## config.mk

```make
export PLATFORM = sky130hd
export DESIGN_NAME = sign_narrow_16to9
export DESIGN_NICKNAME = d
export VERILOG_FILES = /design/src/rtl/sign_narrow_16to9.sv
export SDC_FILE = /design/constraint.sdc
export NUM_CORES = 1
export LEC_CHECK = 0
export CORE_MARGIN = 4
export CORE_UTILIZATION = 51
export DETAILED_ROUTE_END_ITERATION = 8
export PLACE_DENSITY = 0.84
export SYNTH_ARGS = -nofsm -noshare
export SYNTH_HDL_FRONTEND = slang
export SYNTH_SLANG_ARGS = --single-unit
```

## constraint.sdc

```tcl
create_clock -name clk -period 4.18 [get_ports clk]
set_clock_uncertainty 0.15 [all_clocks]
set_input_delay 0.418 -clock clk [delete_from_list [all_inputs] [get_ports clk]]
set_output_delay 0.418 -clock clk [all_outputs]
set_load 0.1 [all_outputs]
```

## src/rtl/sign_narrow_16to9.sv

```systemverilog
// Signed 16->9 narrowing stage with range flag, overflow counter and a 2-entry
// (output + skid) valid/ready buffer. Define SIGN_NARROW_SATURATE_EN to clamp out-of-range samples.
module sign_narrow_16to9 #(
  parameter int IN_W  = 16,
  parameter int OUT_W = 9,
  parameter int CNT_W = 8
) (
  input  logic             clk,
  input  logic             rst,
  input  logic             in_valid,
  output logic             in_ready,
  input  logic [IN_W-1:0]  in_data,
  output logic             out_valid,
  input  logic             out_ready,
  output logic [OUT_W-1:0] out_data,
  output logic             out_ovf,
  input  logic             ovf_clr,
  output logic [CNT_W-1:0] ovf_count
);

  typedef struct packed {
    logic             ovf;
    logic [OUT_W-1:0] data;
  } samp_t;

  typedef enum logic [1:0] {EMPTY, ONE, TWO} state_t;

  localparam logic [CNT_W-1:0] CNT_MAX = '1;

  state_t state, state_nxt;
  samp_t  out_reg, skid_reg, nar;
  logic   acc, emit, fits;
  logic [IN_W-OUT_W:0] hi;

  // Both handshake outputs decode straight from the state register.
  assign in_ready  = (state != TWO);
  assign out_valid = (state != EMPTY);
  assign out_data  = out_reg.data;
  assign out_ovf   = out_reg.ovf;

  assign acc  = in_valid & in_ready;
  assign emit = out_valid & out_ready;

  // Fits iff every bit from the sign down to the output sign bit agrees.
  always_comb begin
    hi       = in_data[IN_W-1:OUT_W-1];
    fits     = (&hi) | ~(|hi);
    nar.ovf  = ~fits;
    nar.data = in_data[OUT_W-1:0];
`ifdef SIGN_NARROW_SATURATE_EN
    if (!fits)
      nar.data = in_data[IN_W-1] ? {1'b1, {(OUT_W-1){1'b0}}}
                                 : {1'b0, {(OUT_W-1){1'b1}}};
`endif
  end

  always_ff @(posedge clk or posedge rst) begin
    if (rst) state <= EMPTY;
    else     state <= state_nxt;
  end

  always_comb begin
    state_nxt = state;
    case (state)
      EMPTY: if (acc) state_nxt = ONE;
      ONE: begin
        if (emit && !acc)      state_nxt = EMPTY;
        else if (acc && !emit) state_nxt = TWO;
      end
      TWO:     if (emit) state_nxt = ONE;
      default: state_nxt = EMPTY;
    endcase
  end

  always_ff @(posedge clk or posedge rst) begin
    if (rst) begin
      out_reg  <= '0;
      skid_reg <= '0;
    end else begin
      case (state)
        EMPTY: if (acc) out_reg <= nar;
        ONE: begin
          if (acc && emit) out_reg  <= nar;
          else if (acc)    skid_reg <= nar;
        end
        TWO:     if (emit) out_reg <= skid_reg;
        default: ;
      endcase
    end
  end

  // Clear beats a same-cycle increment; count sticks at all-ones.
  always_ff @(posedge clk or posedge rst) begin
    if (rst)                                    ovf_count <= '0;
    else if (ovf_clr)                           ovf_count <= '0;
    else if (acc && nar.ovf && ovf_count != CNT_MAX) ovf_count <= ovf_count + 1'b1;
  end

endmodule

```

==> summary.md <==
| Metric | Value |
|---|---|
| Post-layout util | 70.7% |
| Post-synth top area share | 50.9% |
| Final HPWL DP | 2450 µm |
| Avg WL per Cell | 15.0 µm |
| Compound-gate portion of the synthesized area | 8.82% |
| Area contributors post-synth | dfrtp_1 (51%), mux2_2 (6.9%), nand2_1 (5.9%), nor2_1 (5.1%), a31oi_1 (3.8%) |
| Number of synthesized register bits | 30 |
| Post-CTS Setup Bufs | 0 |
| Fillcell total | 222 |
| Async S/R FF share, synth | 100% |
| Core ar. | 2760 µm² |
| Initial drt markers | 38 |
| CTS sink cnt | 30 |
| Endpoints failing hold | 0 |
| DR vias/cell | 5.69 |
| Unrepaired setup endpoints after global routing | false |
| Max capacitance violation total | 0 |
| Initial antenna violation count | 0 |
| Die width | 61.8 µm |
| Synth Cell Area | 1480 µm² |
| Tcrit/Tclk final | 83.8% |
| Largest family of logic cells by synthesized area | simple AND/OR/NAND/NOR gates |
| Clk buf depth | 2 |
| Crit path capture type | output pin |
| Post-synth EDFFs | 0 |
| Setup CP Type | reg -> out |
| Most frequent cell after synthesis | dfrtp_1 |
| TritonCTS Buffers | 5 |
| Pin count of the biggest net entering global routing | 31 |
| Critical Path RT | 3.61 ns |
| Grt total ovfl | 0 |
| Placer Congestion | 0.831 |
| Die Ht | 61.8 µm |
| Nets | 213 |
| Number of remaining DRC errors | 0 |
| VDD IR max | 0.000694 V |
| Setup violation total in the final timing report | 0 |
| Leakage power | 0.858 nW |
| Design Area, Final | 1950 µm² |
| Max Freq | 285 MHz |
| Synth unique cells | 31 |
| Post-Synthesis Cells | 147 |
| Number of instances in the placed design | 212 |
| Post-synthesis adder-cell area fraction | 3.39% |
| Startpoint Class | flip-flop |
| Routed Antenna Nets | 0 |
| Htree depth | 2 |
| Slew @ Worst Pin | 1.11 ns |
| Rows | 19 |
| Max FFs per register | 10 |
| Status | finished, final reports clean |
| Fin. max-slew vios | 0 |
| Worst-path clk slew | 0.09 ns |
| PwrDens | 801 nW/µm² |
| First-pass GRT wire length | 5590 µm |
| Vias in the first global route | 1271 |
| CTS tree | yes |
| Cts repair resizes | 0 |
| TritonRoute pass-1 iters | 4 |
| Area Overhead vs Synth | 32.2% |
| Crit path DAT | 2.94 ns |
| Starting Density | 53.5% |
| Hold Crit Class | reg -> reg |
| CTS Hold Bufs | 0 |
| Post-synthesis mux area share | 8.23% |
| Clock Latency Late Sink | 0.33 ns |
| Synth top cells by count | dfrtp_1 (30), nand2_1 (23), nor2_1 (20) |
| Pwr Total | 0.00156 W |
| Area after DPL | 1890 µm² |
| Yosys top cell by area | dfrtp_1 |
| Seq/Total Area, Yosys | 50.9% |
| Crit path time final | 3.50 ns |
| Antenna cell count | 0 |
| Setup TNS | 0 ns |
| PortBufs | 40 |
| Fin cells | 220 |
| Ports | 41 |
| Ys Warns | 0 |
| Synth Net Count | 172 |
| Vias | 1252 |
| GR Util All Layers | 20.3% |
| Critical-path maximum fanout | 14 |
| Synthesized area per cell | 10.0 µm² |
| Die Area | 3820 µm² |
| Rel. slew slack | 25.7% |
| Total wire length | 3300 µm |
| Post-Synth Simple-Gate Area | 22.2% |
| Ys flop type | dfrtp_1 |
| CTS Root Cell | clkbuf_4 |
| XOR/XNOR Fraction of Synth Area | 3.56% |
| Share of layout cells above drive strength 1 | 11.6% |
## stage by stage
step | hold slack [ns] | setup WS (ns)
5_1_grt | 0.383 | 0.464
3_5_place_dp | 0.327 | 1.05
3_3_place_gp | 0.310 | 1.18
2_1_floorplan | 0.299 | 1.27
6_report | 0.351 | 0.675
4_1_cts | 0.349 | 0.678
## cell usage in the layout (no fill, tap or decap), drive strengths merged
master,count
or4,2
and2,1
ha,4
and3,2
o2bb2ai,1
nor2,21
xnor2,6
mux2,9
nand2,23
dfrtp,30
nor3,3
clkinv,1
a31oi,9
o211ai,1
o31ai,1
nand3,4
a21oi,3
nand4,3
clkbuf,7
nor4b,1
nor2b,2
mux2i,2
inv,5
or2,1
a21o,3
nor4,3
o2111ai,1
clkdlybuf4s50,40
## critical path, stage by stage (launching register included)
cell	delay, ns
dfrtp_1	0.40
nor2b_1	0.66
inv_1	0.45
clkdlybuf4s50_1	1.09
## routing by layer
metal,routed length (µm),track usage [%],vias to the layer above
met1,1370,23.6,605
met5,0,0,-
li1,-,-,592
met2,1640,34.2,51
met3,262,7.64,4
met4,33,6.97,0
## cell families after synthesis
family,count (synthesis)
buffers and inverters,11
muxes,11
adders and majority gates,4
DFF,30
AOI/OAI and AO/OA,19
xor gates and xnor gates,6
and+or+nand+nor,66
## worst paths after layout
check	start	endpoint	slack, ns	cells past startpoint
max	state[1]$_DFFE_PP0P_	in_ready	0.68	3
min	skid_reg[9]$_DFFE_PP0P_	skid_reg[9]$_DFFE_PP0P_	0.35	2
max reg2reg	state[1]$_DFFE_PP0P_	skid_reg[1]$_DFFE_PP0P_	1.20	7
min reg2reg	skid_reg[9]$_DFFE_PP0P_	skid_reg[9]$_DFFE_PP0P_	0.35	2
max in group asynchronous	rst	ovf_count[0]$_DFFE_PP0P_	2.70	2
min in group asynchronous	rst	ovf_count[4]$_DFFE_PP0P_	0.51	2
## where the power goes
| group | internal [W] | switching, W | total [W] |
|---|---|---|---|
| logic | 0.000252 | 0.000660 | 0.000912 |
| clock network | 0.0000814 | 0.000103 | 0.000184 |
| registers | 0.000403 | 0.0000631 | 0.000466 |
| total | 0.000736 | 0.000826 | 0.00156 |
## final cells by class
class,count,area [µm²],share of cell area (%)
clock buffer,7,55.1,2.82
inverter,5,18.8,0.962
timing repair buffer,40,400,20.5
multi-input combinational,106,682,35.0
clock inverter,1,5.00,0.257
sequential,30,751,38.5
tap,31,38.8,1.99
No activity file was read; power rests on OpenSTA's default activity.
